**src/rtl/traffic_light_monitor.sv**
```systemverilog
// Passive monitor for a two-direction (NS/EW) intersection light interface.
// Decodes the active phase and checks phase order, lamp encoding and phase durations.
// Errors are held in sticky flags.
// Optional feature macro: TLM_STALL_CHECK_EN flags an over-long LOCKED phase while it is still running.
module traffic_light_monitor #(
    parameter int T_NS_GREEN = 10,
    parameter int T_NS_AMBER = 3,
    parameter int T_ALL_RED  = 1,
    parameter int T_EW_GREEN = 10,
    parameter int T_EW_AMBER = 3,
    parameter int TOL        = 1,
    parameter int CW         = 16
) (
    input  logic          clk,
    input  logic          rst_n,
    input  logic          tick,
    input  logic          ns_red,
    input  logic          ns_amber,
    input  logic          ns_green,
    input  logic          ew_red,
    input  logic          ew_amber,
    input  logic          ew_green,
    input  logic          clr,
    output logic [2:0]    phase,
    output logic          phase_valid,
    output logic          phase_done,
    output logic [CW-1:0] last_ticks,
    output logic [CW-1:0] cycle_count,
    output logic          err_conflict,
    output logic          err_encoding,
    output logic          err_sequence,
    output logic          err_timing,
    output logic          err_any
);

    typedef enum logic [1:0] {
        SYNC   = 2'd0,
        FIRST  = 2'd1,
        LOCKED = 2'd2
    } state_t;

    localparam logic [2:0] PH_NS_GREEN = 3'd0;
    localparam logic [2:0] PH_NS_AMBER = 3'd1;
    localparam logic [2:0] PH_ALL_RED1 = 3'd2;
    localparam logic [2:0] PH_EW_GREEN = 3'd3;
    localparam logic [2:0] PH_EW_AMBER = 3'd4;
    localparam logic [2:0] PH_ALL_RED2 = 3'd5;

    localparam logic [CW-1:0] CNT_MAX = '1;
    localparam logic [CW-1:0] CNT_ONE = {{(CW-1){1'b0}}, 1'b1};

    state_t        state_q, state_d;
    logic [2:0]    phase_q, phase_d;
    logic [CW-1:0] cnt_q, cnt_d;
    logic          phase_valid_q, phase_valid_d;
    logic          phase_done_q, phase_done_d;
    logic [CW-1:0] last_ticks_q, last_ticks_d;
    logic [CW-1:0] cycle_q, cycle_d;
    logic          err_conflict_q, err_conflict_d;
    logic          err_encoding_q, err_encoding_d;
    logic          err_sequence_q, err_sequence_d;
    logic          err_timing_q, err_timing_d;
    logic          err_any_q, err_any_d;
`ifdef TLM_STALL_CHECK_EN
    logic          stall_q, stall_d;
`endif

    logic ns_r_only, ns_a_only, ns_g_only;
    logic ew_r_only, ew_a_only, ew_g_only;
    logic enc_ns_green, enc_ns_amber, enc_ew_green, enc_ew_amber, enc_all_red;
    logic enc_legal, enc_conflict;
    logic [2:0] samp_phase;
    logic samp_ok;
    logic new_conf, new_enc, new_seq, new_tim;
    int exp_lo, exp_hi;

    function automatic int t_nom(input logic [2:0] p);
        case (p)
            PH_NS_GREEN: return T_NS_GREEN;
            PH_NS_AMBER: return T_NS_AMBER;
            PH_ALL_RED1: return T_ALL_RED;
            PH_EW_GREEN: return T_EW_GREEN;
            PH_EW_AMBER: return T_EW_AMBER;
            PH_ALL_RED2: return T_ALL_RED;
            default:     return 0;
        endcase
    endfunction

    function automatic logic [2:0] succ(input logic [2:0] p);
        return (p == PH_ALL_RED2) ? PH_NS_GREEN : p + 3'd1;
    endfunction

    // Lamp decode: one lamp per direction, and at least one direction red.
    always_comb begin
        ns_r_only    = ns_red & ~ns_amber & ~ns_green;
        ns_a_only    = ~ns_red & ns_amber & ~ns_green;
        ns_g_only    = ~ns_red & ~ns_amber & ns_green;
        ew_r_only    = ew_red & ~ew_amber & ~ew_green;
        ew_a_only    = ~ew_red & ew_amber & ~ew_green;
        ew_g_only    = ~ew_red & ~ew_amber & ew_green;
        enc_ns_green = ns_g_only & ew_r_only;
        enc_ns_amber = ns_a_only & ew_r_only;
        enc_ew_green = ns_r_only & ew_g_only;
        enc_ew_amber = ns_r_only & ew_a_only;
        enc_all_red  = ns_r_only & ew_r_only;
        enc_legal    = enc_ns_green | enc_ns_amber | enc_ew_green | enc_ew_amber | enc_all_red;
        enc_conflict = (ns_green | ns_amber) & (ew_green | ew_amber);
    end

    // All-red resolves from the tracked phase; all-red right after a green has no valid meaning.
    always_comb begin
        samp_phase = phase_q;
        samp_ok    = 1'b1;
        if (enc_ns_green) begin
            samp_phase = PH_NS_GREEN;
        end else if (enc_ns_amber) begin
            samp_phase = PH_NS_AMBER;
        end else if (enc_ew_green) begin
            samp_phase = PH_EW_GREEN;
        end else if (enc_ew_amber) begin
            samp_phase = PH_EW_AMBER;
        end else if (phase_q == PH_NS_AMBER || phase_q == PH_ALL_RED1) begin
            samp_phase = PH_ALL_RED1;
        end else if (phase_q == PH_EW_AMBER || phase_q == PH_ALL_RED2) begin
            samp_phase = PH_ALL_RED2;
        end else begin
            samp_ok = 1'b0;
        end
    end

    always_comb begin
        exp_lo = (t_nom(phase_q) == 0) ? 0 : t_nom(phase_q) - 1;
        exp_hi = exp_lo + TOL;
    end

    always_comb begin
        state_d      = state_q;
        phase_d      = phase_q;
        cnt_d        = cnt_q;
        phase_done_d = 1'b0;
        last_ticks_d = last_ticks_q;
        cycle_d      = cycle_q;
        new_conf     = enc_conflict;
        new_enc      = 1'b0;
        new_seq      = 1'b0;
        new_tim      = 1'b0;
`ifdef TLM_STALL_CHECK_EN
        stall_d      = stall_q;
`endif

        case (state_q)
            SYNC: begin
                cnt_d = '0;
`ifdef TLM_STALL_CHECK_EN
                stall_d = 1'b0;
`endif
                if (enc_ns_green || enc_ew_green) begin
                    state_d = FIRST;
                    phase_d = enc_ns_green ? PH_NS_GREEN : PH_EW_GREEN;
                    cnt_d   = tick ? CNT_ONE : '0;
                end
            end

            FIRST, LOCKED: begin
                if (!enc_legal) begin
                    new_enc = 1'b1;
                    state_d = SYNC;
                    cnt_d   = '0;
                end else if (samp_ok && samp_phase == phase_q) begin
                    if (tick && cnt_q != CNT_MAX) begin
                        cnt_d = cnt_q + CNT_ONE;
                    end
`ifdef TLM_STALL_CHECK_EN
                    if (state_q == LOCKED && !stall_q && int'(cnt_d) > exp_hi) begin
                        new_tim = 1'b1;
                        stall_d = 1'b1;
                    end
`endif
                end else if (samp_ok && samp_phase == succ(phase_q)) begin
                    phase_done_d = 1'b1;
                    last_ticks_d = cnt_q;
                    if (state_q == LOCKED && (int'(cnt_q) < exp_lo || int'(cnt_q) > exp_hi)) begin
                        new_tim = 1'b1;
                    end
                    if (state_q == LOCKED && phase_q == PH_ALL_RED2 && cycle_q != CNT_MAX) begin
                        cycle_d = cycle_q + CNT_ONE;
                    end
                    state_d = LOCKED;
                    phase_d = samp_phase;
                    cnt_d   = tick ? CNT_ONE : '0;
`ifdef TLM_STALL_CHECK_EN
                    stall_d = 1'b0;
`endif
                end else begin
                    new_seq = 1'b1;
`ifdef TLM_STALL_CHECK_EN
                    stall_d = 1'b0;
`endif
                    if (enc_ns_green || enc_ew_green) begin
                        state_d = FIRST;
                        phase_d = samp_phase;
                        cnt_d   = tick ? CNT_ONE : '0;
                    end else begin
                        state_d = SYNC;
                        cnt_d   = '0;
                    end
                end
            end

            default: begin
                state_d = SYNC;
                cnt_d   = '0;
            end
        endcase

        phase_valid_d  = (state_d != SYNC);
        // A freshly detected error wins over a simultaneous clear.
        err_conflict_d = (err_conflict_q & ~clr) | new_conf;
        err_encoding_d = (err_encoding_q & ~clr) | new_enc;
        err_sequence_d = (err_sequence_q & ~clr) | new_seq;
        err_timing_d   = (err_timing_q & ~clr) | new_tim;
        err_any_d      = err_conflict_d | err_encoding_d | err_sequence_d | err_timing_d;
    end

    always_ff @(posedge clk or negedge rst_n) begin
        if (!rst_n) begin
            state_q        <= SYNC;
            phase_q        <= '0;
            cnt_q          <= '0;
            phase_valid_q  <= 1'b0;
            phase_done_q   <= 1'b0;
            last_ticks_q   <= '0;
            cycle_q        <= '0;
            err_conflict_q <= 1'b0;
            err_encoding_q <= 1'b0;
            err_sequence_q <= 1'b0;
            err_timing_q   <= 1'b0;
            err_any_q      <= 1'b0;
`ifdef TLM_STALL_CHECK_EN
            stall_q        <= 1'b0;
`endif
        end else begin
            state_q        <= state_d;
            phase_q        <= phase_d;
            cnt_q          <= cnt_d;
            phase_valid_q  <= phase_valid_d;
            phase_done_q   <= phase_done_d;
            last_ticks_q   <= last_ticks_d;
            cycle_q        <= cycle_d;
            err_conflict_q <= err_conflict_d;
            err_encoding_q <= err_encoding_d;
            err_sequence_q <= err_sequence_d;
            err_timing_q   <= err_timing_d;
            err_any_q      <= err_any_d;
`ifdef TLM_STALL_CHECK_EN
            stall_q        <= stall_d;
`endif
        end
    end

    assign phase        = phase_q;
    assign phase_valid  = phase_valid_q;
    assign phase_done   = phase_done_q;
    assign last_ticks   = last_ticks_q;
    assign cycle_count  = cycle_q;
    assign err_conflict = err_conflict_q;
    assign err_encoding = err_encoding_q;
    assign err_sequence = err_sequence_q;
    assign err_timing   = err_timing_q;
    assign err_any      = err_any_q;

endmodule
```
**config.mk**
```make
export PLATFORM = sky130hd
export DESIGN_NAME = traffic_light_monitor
export DESIGN_NICKNAME = d
export VERILOG_FILES = /design/src/rtl/traffic_light_monitor.sv
export SDC_FILE = /design/constraint.sdc
export NUM_CORES = 1
export LEC_CHECK = 0
export BUFFER_PORTS_ARGS = -buffer_cell sky130_fd_sc_hd__buf_2
export CAP_MARGIN = 20
export CORE_MARGIN = 2
export CORE_UTILIZATION = 62
export DETAILED_ROUTE_END_ITERATION = 7
export PLACE_DENSITY = 0.86
export SLEW_MARGIN = 40
export SYNTH_ARGS = -nofsm -noshare
export SYNTH_HDL_FRONTEND = slang
export SYNTH_SLANG_ARGS = --single-unit
```
**constraint.sdc**
```tcl
create_clock -name clk -period 4.35 [get_ports clk]
set_input_delay 0.2175 -clock clk [delete_from_list [all_inputs] [get_ports clk]]
set_output_delay 0.2175 -clock clk [all_outputs]
set_load 0.01 [all_outputs]
```
# [After elaboration in Yosys (flattened, before gate mapping)]
# Cells that the tools add are included.
[classes] n_shift=0 n_reduce_logical=22 mul=0 order_cmp=2 mux=50 n_eq_ne=16 n_div=0 add_sub_neg=5 n_bitwise=43
[ops] operator="16-bit two-way mux" n=4
[ops] operator="3-bit two-way mux" n=12
[ops] operator="16-bit by 1-bit adder with 16-bit output (second input constant)" n=2
[ops] operator="32-bit by 2-bit adder with 32-bit output (second input constant)" n=1
[ops] operator="17-bit by 32-bit > comparator with 1-bit output" n=1
[ops] operator="32-bit logical NOT" n=1
[ops] operator="17-bit by 32-bit < comparator with 1-bit output" n=1
[ops] operator="32-bit two-way mux" n=1
[ops] operator="16-bit != test (second input constant)" n=2
[ops] operator="16-bit case mux with 2 select lines" n=1
[ops] operator="32-bit by 2-bit subtractor with 32-bit output (second input constant)" n=1
[ops] operator="1-bit two-way mux" n=24
[ops] operator="1-bit AND" n=22
[ops] operator="1-bit bitwise OR" n=13
[ops] operator="4-bit case mux with 3 select lines" n=1
[ops] operator="2-bit two-way mux" n=5
[ops] operator="5-bit AND reduction" n=2
[ops] operator="1-bit NOT" n=8
[ops] operator="2-bit OR reduction" n=4
[ops] operator="3-bit by 2-bit == test with 1-bit output (second input constant)" n=2
[ops] operator="3-bit == test" n=2
[ops] operator="3-bit == test (second input constant)" n=2
[ops] operator="1-bit logical AND" n=6
[ops] operator="2-bit != test (second input constant)" n=3
[ops] operator="other kinds (13)" n=17
[word_totals] mem_bits_ro=0 in_bits=10 memories=0 out_inout_bits=42 latch_bits=0 elab_cells=150 mem_bits_rw=0 regBits=60

# [Longest topological paths before layout]
[logic_depth] depth_word=17 depth_mapped=17 depth_no_buf=16

# [Least setup slack after synthesis]
# OpenSTA, ideal clock, no wires.
[synth_timing] path_kind="reg2reg" from="register phase_q[1] (netlist: phase[1])" to="register err_any_q (netlist: err_any)" arrival_time_ns=2.858 setup_time_ns=0.140 synth_period_minus_slack_ns=2.998 stages_incl_launch_ff=18 path_slack_ns=1.352 path_buffers=1 required_time_ns=4.210 path_cell_list="dfrtp_1 -> clkbuf_1 -> and2_1 -> ha_1 -> nor2_1 -> nand2_1 -> nand2b_1 -> ha_1 -> o21ai_0 -> nand2_1 -> a21oi_1 -> ha_1 -> o21ai_0 -> nand2b_1 -> a21oi_1 -> a41oi_1 -> o311ai_1 -> nand4b_1"
[synth_via] elab_chain_cells=17 elab_cells_between_ends=51 classes_between="add/sub (3); order compare (2); eq/ne (7); mux (24); bitwise (4); reduce/logical (11)"
[synth_rtl] element="start, declared" line="53" text="logic [2:0] phase_q, phase_d;"
[synth_rtl] element="start signal, assigned" line="244" text="phase_q <= phase_d;"
[synth_rtl] element="parallel branches: the longest is 16 deep, another holds 32-bit by 2-bit subtractor with 32-bit output"
[synth_rtl] element="1-bit bitwise OR *" line="222" text="err_any_d = err_conflict_d | err_encoding_d | err_sequence_d | err_timing_d;"
[synth_rtl] element="named net err_any_d" line="63" text="logic err_any_q, err_any_d;"
[synth_rtl] element="end signal, assigned" line="254" text="err_any_q <= err_any_d;"
[synth_rtl] element="end, declared" line="63"
# Mark *: on every way through the listed nets, which the timed path passes.
# A chain may end at the register's enable or synchronous reset.

# [Worst setup path after layout]
[layout_timing] from="register phase_q[0] (netlist: phase[0])" to="register err_any_q (netlist: err_any)"
# Same word-level chain as after synthesis.

==> results.md <==
- WP data required: 4.55 ns
- GR Overflow Total: 0
- Final Util: 75.1%
- RSZ-0062 raised after global routing: no
- Leading post-synthesis cells by cell area: dfrtp_1 42%, xnor2_1 6.8%, ha_1 5.2%
- Status: complete, no violations
- Fin. Hold Viols: 0
- Seq cells post-synth: 60
- Setup-failing EPs final: 0
- Nets: 445
- Leakage: 0.00199 µW
- Die area: 0.00641 mm²
- Net Switching: 657 µW
- Worst Tran Pin Value: 0.806 ns
- Cell Pwr Density: 458 mW/mm²
- Cells after synthesis: 366
- Sw Ratio: 34.5%
- Routed vias: 2928
- WP data arrival: 3.63 ns
- Worst Setup SP: phase[0]$_DFFE_PN0P_
- Period utilization: 78.8%
- Worst setup EP type: register
- Number of port buffers: 51
- Biggest area consumer among synthesized cells: dfrtp_1
- Syn Std Cell Area: 0.00359 mm²
- Hold crit path type: in2reg
- Starting density of the core: 64.8%
- WS Path Type: reg2reg
- Worst path cell trace: nor3_1, nand2b_1, nand2_1, nand2b_1, ha_1, o21ai_0, nand2_1, a21oi_1, ha_1, o21ai_0, nand2b_1, a21oi_1, a41oi_1, o311ai_1, nand4b_1
- Worst-path clk slew: 0.07 ns
- Netlist cell types: 63
- Synthesis-to-layout area growth: 15.9%
- Std-Cell Core Area: 0.00554 mm²
- Fmax: 0.292 GHz
- H-tree Lvls: 3
- Hpwl dp: 5660 µm
- Crit path launch type: register
- Combinational Power Share: 35.1%
- Vias in the first global route: 2868
- ANT cells: 0
- Post-CTS sizing: 0
- Post-synth top area share: 41.8%
- DRC viols: 0
- Relative slew slack: 46.1%
- Crit path largest cell delay: 0.52 ns
- Int Pwr: 1250 µW
- Cell mode on critical path: nand2b_1
- Final Wtd Congestion: 0.908
- Mean Syn Cell Area: 9.80 µm²
- Clock network power share: 31.1%
- Root Buffer: clkbuf_8
- FFs w/ async S/R, synth: 100%
- Buffer depth of the longest clock path: 2
- Max rail drop VDD: 0.000388 V
- DR WL/cell: 15.9 µm
- Number of flops mapped to enable cells by yosys: 0
- CTS tree: yes
- Final Max Tran Viols: 0
- Max-cap violations: 0
- Clock Latency Late Sink: 0.35 ns
- Antenna Violating Nets Remaining: 0
- Syn Nets: 391
- Antenna violations before repair: 0
- Final Routed Wirelength: 7890 µm
- CTS Buf Count: 9
- Layout fillers: 408
- Crit Path Max Fanout: 14
- Ys flop type: dfrtp_1
- Drt first pass iters: 4
- Global-route wire length before repair: 13500 µm
- Overall power: 1910 µW
- Die width: 80.1 µm
- Sequential share of power: 33.8%
- Skew final: 0.00982 ns
- Sequential area share after synthesis: 41.8%
- Reg-to-reg startpoint: phase[0]$_DFFE_PN0P_
- TNS Setup: 0 ns
- Hold Crit Start: clr
- Tot GR Track Use: 27.1%
- # rows: 27
- DR iter-0 viols: 170
- Share of cells above drive strength 1: 23.8%
- IO Count: 52
- Die height: 80.1 µm
- Tmin final: 3.43 ns
- Synth warnings: 0
- Slowest CP cell: dfrtp_1
- Via-to-Cell Ratio: 5.89
- Clock sink count: 60
- Largest net degree at the start of global routing: 61
power groups by stage:
stage | registers (µW) | logic [µW] | clock network [µW]
CTS | 644 | 669 | 597
detailed placement | 655 | 665 | 0
floorplan | 631 | 531 | 0
finish | 645 | 669 | 592
global placement | 652 | 641 | 0
global route | 653 | 762 | 625
state kept, by name, indices dropped and copies added, names as in the netlist:
signal and count:
cnt_q 16, cycle_count 16, err_any 1, err_conflict 1
err_encoding 1, err_sequence 1, err_timing 1, last_ticks 16
phase 3, phase_done 1, phase_valid 1, state_q 2
cells by family (layout without fill, tap and decap cells):
logic type | after synthesis | count (layout) | share of synthesized area (%)
muxes | 19 | 19 | 5.96
xor gates and xnor gates | 30 | 30 | 7.32
buffers and inverters | 29 | 88 | 3.56
and+or+nand+nor | 153 | 153 | 24.7
adders and majority gates | 15 | 15 | 5.23
AOI/OAI and AO/OA | 60 | 60 | 11.4
DFF | 60 | 60 | 41.8
through the flow:
stage          instances  worst slack (ns)  hold slack [ns]  instance area [µm²]
2_1_floorplan        366              1.35          -0.0781                 3590
3_3_place_gp         479             0.991            0.406                 3890
3_5_place_dp         479             0.921            0.411                 3890
4_1_cts              495             0.927           0.0443                 4130
5_1_grt              497             0.581            0.160                 4160
6_report             497             0.923            0.136                 4160
metal layers:
layer	vias up	track usage, %	wire length [µm]
met1	1415	35.3	3510
met3	15	8.31	409
met4	0	8.47	124
li1	1424	-	-
met5	-	0	0
met2	74	43.5	3850
path summary, 6_finish.rpt:
path                                              end  slack, ns  depth (start not counted)
setup / recovery                    err_any$_DFF_PN0_       0.92                         15
hold / removal                 err_sequence$_DFF_PN0_       0.14                          2
setup reg to reg                    err_any$_DFF_PN0_       0.92                         15
hold reg to reg            cycle_count[6]$_DFFE_PN0P_       0.50                          1
max in group asynchronous  cycle_count[0]$_DFFE_PN0P_       3.52                          4
min in group asynchronous        cnt_q[4]$_DFFE_PN0P_       0.33                          3
critical path, delay by kind of cell, from the launching register on:
| family | cells | cell delay [ns] |
|---|---|---|
| AND/OR/NAND/NOR | 7 | 1.21 |
| AO/OA/AOI/OAI | 6 | 1.04 |
| flip-flops | 1 | 0.52 |
| adder cells (fa/ha/maj) | 2 | 0.50 |
layout by cell type, fill, tap and decap left out, drive strengths merged, types with 9 or more instances in the layout:
cell type  instances
dfrtp             60
buf               55
nor2              35
xnor2             28
nand2             20
o21ai             20
mux2              19
inv               16
ha                15
nand3             13
clkbuf            13
a21oi             11
and3              11
nor2b             10
nand4             10
nand2b             9
synthesized netlist by cell type, types with 6 or more instances:
library cell,number
a21oi_1,11
and2_1,7
and3_1,11
buf_2,6
dfrtp_1,60
ha_1,15
inv_1,16
mux2_2,15
nand2_1,20
nand2b_1,9
nand3_1,13
nand4_1,10
nor2_1,34
nor2b_1,10
nor3_1,7
o21ai_0,14
xnor2_1,28
area by class of cell:
| class | instances | area (µm²) | area share [%] |
|---|---|---|---|
| Clock inverter | 3 | 67.6 | 1.62 |
| Inverter | 16 | 60.1 | 1.44 |
| Timing Repair Buffer | 56 | 308 | 7.40 |
| Clock buffer | 13 | 169 | 4.06 |
| Tap cell | 72 | 90.1 | 2.17 |
| Sequential cell | 60 | 1500 | 36.1 |
| Multi-Input combinational cell | 277 | 1960 | 47.2 |
repair_timing:
item / in CTS / in global routing
buffers inserted: 0 / 0
hold buffers: 0 / 1
endpoints found under the hold margin: 0 / 14
No activity file was read; power rests on OpenSTA's default activity.
